===== config.mk =====
export PLATFORM = sky130hd
export DESIGN_NAME = icache_mem_sim
export DESIGN_NICKNAME = d
export VERILOG_FILES = /design/src/rtl/mem_sim_pkg.sv /design/src/rtl/mem_line_gen.sv /design/src/rtl/icache_mem_sim.sv
export SDC_FILE = /design/constraint.sdc
export NUM_CORES = 1
export LEC_CHECK = 0
export ABC_AREA = 1
export ABC_CLOCK_PERIOD_IN_PS = 2900
export BUFFER_PORTS_ARGS = -buffer_cell sky130_fd_sc_hd__buf_2
export CAP_MARGIN = 10
export CELL_PAD_IN_SITES_DETAIL_PLACEMENT = 0
export CELL_PAD_IN_SITES_GLOBAL_PLACEMENT = 1
export CORE_MARGIN = 2
export CORE_UTILIZATION = 35
export CTS_CLUSTER_DIAMETER = 150
export DETAILED_ROUTE_END_ITERATION = 6
export GPL_TIMING_DRIVEN = 0
export PLACE_DENSITY = 0.94
export SKIP_LAST_GASP = 1
export SYNTH_ARGS = -nofsm -noshare
export SYNTH_HDL_FRONTEND = slang
export SYNTH_SLANG_ARGS = --single-unit

===== constraint.sdc =====
create_clock -name clk -period 2.9 [get_ports clk]
set_input_delay 0.145 -clock clk [delete_from_list [all_inputs] [get_ports clk]]
set_output_delay 0.145 -clock clk [all_outputs]
set_load 0.005 [all_outputs]

===== src/rtl/mem_sim_pkg.sv =====
// Shared types and constants for the I-cache backing-memory model.
// Provides the FSM state enum and line geometry constants.
package mem_sim_pkg;

    localparam int LINE_BITS      = 128;
    localparam int WORD_BITS      = 32;
    localparam int WORDS_PER_LINE = 4;
    localparam int OFFSET_BITS    = 4;

    typedef enum logic [1:0] {
        IDLE = 2'd0,
        WAIT = 2'd1,
        RESP = 2'd2
    } mem_state_e;

endpackage


===== src/rtl/mem_line_gen.sv =====
// Combinational line generator: each word holds its own byte address ^ seed.
// Ports: i_addr (line address [31:4]), o_line (128-bit line, word 0 in LSBs).
module mem_line_gen
    import mem_sim_pkg::*;
#(
    parameter logic [31:0] DATA_SEED = 32'h0000_0000
) (
    input  logic [31-OFFSET_BITS:0] i_addr,
    output logic [LINE_BITS-1:0]    o_line
);

    always_comb begin
        o_line = '0;
        for (int i = 0; i < WORDS_PER_LINE; i++) begin
            o_line[i*WORD_BITS +: WORD_BITS] =
                {i_addr, 2'(i), 2'b00} ^ DATA_SEED;
        end
    end

endmodule


===== src/rtl/icache_mem_sim.sv =====
// Backing-memory model for the I-cache: one refill at a time, fixed latency.
// Ports: clk, rst_n, mem_req/mem_addr in; mem_data_in/mem_ready out (registered).
module icache_mem_sim
    import mem_sim_pkg::*;
#(
    parameter int          LATENCY   = 4,
    parameter logic [31:0] DATA_SEED = 32'h0000_0000
) (
    input  logic                 clk,
    input  logic                 rst_n,
    input  logic                 mem_req,
    input  logic [31:0]          mem_addr,
    output logic [LINE_BITS-1:0] mem_data_in,
    output logic                 mem_ready
);

    localparam logic [7:0] CNT_LOAD = 8'(LATENCY - 1);

    mem_state_e             r_state;
    mem_state_e             w_state_nxt;
    logic [7:0]             r_cnt;
    logic [7:0]             w_cnt_nxt;
    logic [31-OFFSET_BITS:0] r_addr;
    logic [31-OFFSET_BITS:0] w_addr_nxt;
    logic [LINE_BITS-1:0]   r_data;
    logic                   r_ready;
    logic [LINE_BITS-1:0]   w_line;
    logic                   w_unused;

    // Byte offset within the line never affects the returned data.
    assign w_unused = ^mem_addr[OFFSET_BITS-1:0];

    mem_line_gen #(
        .DATA_SEED (DATA_SEED)
    ) u_line_gen (
        .i_addr (r_addr),
        .o_line (w_line)
    );

    always_comb begin
        w_state_nxt = r_state;
        w_cnt_nxt   = r_cnt;
        w_addr_nxt  = r_addr;
        unique case (r_state)
            IDLE: begin
                if (mem_req) begin
                    w_addr_nxt  = mem_addr[31:OFFSET_BITS];
                    w_cnt_nxt   = CNT_LOAD;
                    w_state_nxt = (LATENCY == 1) ? RESP : WAIT;
                end
            end
            WAIT: begin
                w_cnt_nxt = r_cnt - 8'd1;
                if (r_cnt <= 8'd1) begin
                    w_state_nxt = RESP;
                end
            end
            RESP: begin
                w_state_nxt = IDLE;
            end
            default: begin
                w_state_nxt = IDLE;
            end
        endcase
    end

    always_ff @(posedge clk or negedge rst_n) begin
        if (!rst_n) begin
            r_state <= IDLE;
            r_cnt   <= '0;
            r_addr  <= '0;
        end else begin
            r_state <= w_state_nxt;
            r_cnt   <= w_cnt_nxt;
            r_addr  <= w_addr_nxt;
        end
    end

    // Output pulse is registered on the edge that leaves RESP.
    always_ff @(posedge clk or negedge rst_n) begin
        if (!rst_n) begin
            r_ready <= 1'b0;
            r_data  <= '0;
        end else begin
            r_ready <= (r_state == RESP);
            r_data  <= (r_state == RESP) ? w_line : '0;
        end
    end

    assign mem_ready   = r_ready;
    assign mem_data_in = r_data;

endmodule


## Word level (Yosys, flattened, before mapping)

Index checks and enable logic that the tools add are counted.

- Bits in registers: 167
- Input bits: 35
- Output and inout bits: 129
- Logic and storage cells: 22

- Add/sub/neg operators: 1
- $lt $le $gt $ge: 1
- Eq/ne operators: 4
- Mux-type cells: 6
- Reductions and logical operators: 5

Operator list:

| cell | count |
|---|---|
| $mux 128 | 1 |
| $pmux 8 s2 | 1 |
| $le 8x1->1 const B | 1 |
| $mux 8 | 1 |
| $sub 8x1->8 const B | 1 |
| $reduce_and 2->1 | 3 |
| $mux 2 | 2 |
| $ne 2x2->1 const B | 2 |
| $pmux 2 s2 | 1 |
| $eq 2x1->1 const B | 1 |
| $eq 2x2->1 const B | 1 |
| $logic_not 2->1 | 1 |
| $reduce_bool 2->1 | 1 |

## Logic depth before layout (Yosys ltp)

- Depth after elaboration: 3
- Mapped depth: 8
- Mapped depth without buffers: 8

## Hierarchy

A second synthesis with hierarchy kept.

- Cells, all modules: 714
- Area, all modules: 6816.5 sq um

Modules (own cells, without submodules):

| module | times used | cells each | area an instance (sq um) | seq. area each (sq um) |
|---|---|---|---|---|
| icache_mem_sim | 1 | 584 | 5848.1 | 4179.0 |
| mem_line_gen | 1 | 130 | 968.4 | 0.0 |

## Least setup slack after synthesis

No wires, ideal clock.

- Path kind: reg-to-reg
- From: register r_cnt[0]
- To: register r_cnt[6]
- Library setup time: 0.113 ns
- Data arrival time: 1.005 ns
- Required time: 2.787 ns
- Setup slack: 1.783 ns
- Stages on the path, launching flop included: 8
- Buffers on the path: 0
- Clock period less this slack: 1.117 ns
- Path through: dfrtp_1 inv_1 ha_1 nand2_1 nor2_1 nand3_1 nand2_1 inv_1

- Cells in the longest elaborated chain, start to end: 2

Ends and longest elaborated chain:

| what | RTL line | text |
|---|---|---|
| start, declared | icache_mem_sim.sv:21 | `logic [7:0] r_cnt;` |
| start signal, assigned | icache_mem_sim.sv:74 | `r_cnt <= w_cnt_nxt;` |
| $sub 8x1->8 | icache_mem_sim.sv:53 | `w_cnt_nxt = r_cnt - 8'd1;` |
| $pmux 8 s2 | icache_mem_sim.sv:44 | `unique case (r_state)` |

Every way passes these cells.
A chain may end at the register's enable or synchronous reset.

## Worst setup path after layout

Ends and elaborated chain as after synthesis.

==> summary.md <==
| Metric | Value |
|---|---|
| Setup WS post-layout | between 1500 and 2000 ps |
| CP Cell Sequence | inv_1, ha_1, nand2_1, nor2_1, nand3_1, nand2_1, inv_1 |
| WHS Path Cells | 3 |
| Crit path depth | 7 |
| Syn-to-layout area delta | 36.3% |
| Io pins | 164 |
| Layout Cells excl Fill | 641 |
| GR Util met3 | 0.0348 |
| H-tree depth | 3 |
| Max FO, Critical Path | 4 |
| End of the critical path | r_cnt[6] |
| Max Cap Viol | 0 |
| Clk_skew | 6.00 ps |
| Slowest cell on crit path | dfrtp_1 |
| Worst-Margin Slew | 814 ps |
| F_max | 790 MHz |
| Setup violators final | 0 |
| Ratio of cells with drive above 1 in the final layout | 0.517 |
| Multi-input logic area | 636 um2 |
| Register bit total from synthesis | 67 |
| Number of remaining DRC errors | 0 |
| Critical path class | flop to flop |
| Largest net degree at the start of global routing | 68 |
| DIE WIDTH | 100 um |
| Global route overflow | 0 |
| Worst Path Arrival | 1490 ps |
| Power per cell area | 698 nW/um2 |
| Crit-path max cell delay | 380 ps |
| # fillers | 893 |
| CTS sink count | 67 |
| Sw Ratio | 0.331 |
| Worst R2R End | r_cnt[6] |
| Inserted Clock Buffers | 9 |
| Final hold vios | 0 |
| Dpl cells | 620 |
| RSZ-0062 raised after global routing | false |
| Antenna viol nets, final | 0 |
| Status | finished clean |
| Seq. cell area | 1680 um2 |
| Number of global-route vias before repair | 2465 |
| Data required time at the worst endpoint | 3130 ps |
| Nets | around 560 |
| Iteration-0 DRC count of the detailed router | 64 |
| First-pass GRT wire length | 10900 um |
| Top Family by Delay on Critical Path | simple AND/OR/NAND/NOR gates |
| Worst-skew pair later-pin latency | 330 ps |
| CP endpoint kind | flop |
| Clock power share | 0.252 |
| Worst path buffer plus inverter count | 2 |
| Worst vdd ir | 332 uV |
| Die area | 10000 um2 |
| Commonest non-fill, non-tap cells in the layout | buf_2, buf_4, dfrtp_1 |
| R2R cell count | 7 |
| GR peak layer | met2 |
| Min Tclk post-route | ~1300 ps |
| Routability congestion estimate | ~0.76 |
| Most common cell after layout, fill and taps aside | buf_2 |
| Int Power | 2.05 mW |
| DIE HEIGHT | 100 um |
| WL final | 6610 um |
| Syn avg cell area | 9.19 um2 |
| HP Class | primary input to flop |
| GR Util All Layers | 0.136 |
| Initial core utilization | 0.354 |
| Relative slew margins | 0.457 |
| 1st-pass router iterations | 4 |
| Detail Placement HPWL | 5040 um |
| # resized after CTS | 0 |
| Root Driver | clkbuf_8 |
| Final Cycle Share | 0.436 |
| FP Rows | 35 |
| Port Buffers | roughly 150 |
| Synthesized area | 3220 um2 |
| Max-slew violations | 0 |
| Gate power share | 0.317 |
| Setup TNS Final | 0 ps |
| Element type at the critical path start | flop |
| Vias/cell | 4.05 |
| Yosys warns | 0 |
| Top post-synthesis cells by area | dfrtp_1, buf_4, nand2_1 |
| R2R setup slack | approximately 1600 ps |
| HP Start | mem_addr[30] |
| Post-synth top area cell | dfrtp_1 |
| CTS max path bufs | 2 |
| Pre-CTS setup slack | 1630 ps |
| Initial antenna violation count | 0 |
| Grt met1 use | 0.150 |
| Worst-path clk slew | 70 ps |
| Top-area cell type share of the netlist area | 0.520 |
| DR WL/cell | between 10 and 15 um |
| Static leakage | 2.79 nW |
| NetSw | 1.01 mW |
| Worst r2r src | r_cnt[0] |
| Routing usage on met2 | 0.249 |
| Via count | 2597 |
| Core area | 9110 um2 |
| Sequential power share | 0.431 |
| Worst setup path start | r_cnt[0] |
| Seq/Total Area, Yosys | 0.520 |
| ANT cells | 0 |
| Distinct cells, synth | 21 |
| CTS tree | done |
| Synth Instances | 351 |
-- flip-flops by register name, summed over array words and instances (netlist names) --
register,flops
r_cnt,8
r_state,2
r_addr,28
mem_data_in,29
-- tightest hold or removal path, delay by kind of cell --
kind	cells	cell delay [ps]
buffers and inverters	1	80
AO/OA/AOI/OAI	1	60
AND/OR/NAND/NOR	1	40
-- stage by stage --
step           total power, mW  hold slack, ps  instance area [um2]   util
2_1_floorplan             2.00            -151                 3270      -
3_3_place_gp              2.27             358                 4140  0.455
3_5_place_dp              2.32             299                 4140  0.455
4_1_cts                   3.12           0.429                 4400  0.483
5_1_grt                   3.34            11.7                 4400  0.483
6_report                  3.07            23.5                 4400  0.483
-- layer usage --
metal	wire length, um	share of wire
met5	0	0
met4	68	0.010
met2	3510	0.53
met1	2620	0.40
met3	406	0.061
-- timing repair --
action / in CTS / in global routing
hold buffers: 5 / 0
hold endpoints to repair: 71 / 0
setup buffers: 0 / 0
-- cells in the mapped netlist, drive strengths merged --
cell and n:
nor3 1, inv 39, buf 107, clkbuf 1, conb 1, nor3b 1
dfrtp 67, ha 2, nand3 4, and2 1, o21ai 30, nor2 42
nand2 51, o21a 1, a21oi 3
-- cell type report --
cell class | count | area share
Multi-Input combinational cell | 148 | 0.145
Tap cell | 111 | 0.0316
Buffer | 108 | 0.184
Timing Repair Buffer | 152 | 0.179
Sequential cell | 67 | 0.381
Clock buffer | 10 | 0.0313
Clock inverter | 6 | 0.0148
Inverter | 39 | 0.0333
-- power groups by stage --
stage	Clock (mW)	Combinational (mW)	Sequential [mW]
detailed placement	0	0.978	1.35
global placement	0	0.940	1.33
global route	0.846	1.13	1.36
floorplan	0	0.684	1.32
finish	0.774	0.972	1.32
CTS	0.804	0.990	1.33
-- worst min path at each step --
stage / end
6_report: r_addr[26]
5_1_grt: r_addr[26]
4_1_cts: r_addr[26]
3_5_place_dp: r_addr[21]
3_3_place_gp: r_addr[22]
2_1_floorplan: mem_data_in[100]
-- cells by family after synthesis --
logic type / after synthesis / synth area share
compound gates: 34 / 0.0535
simple gates: 100 / 0.122
buf+inv: 147 / 0.296
flops: 67 / 0.520
other cells: 1 / 0.00116
fa+ha+maj: 2 / 0.00776
Note: power is estimated with default switching activity, not from simulation.
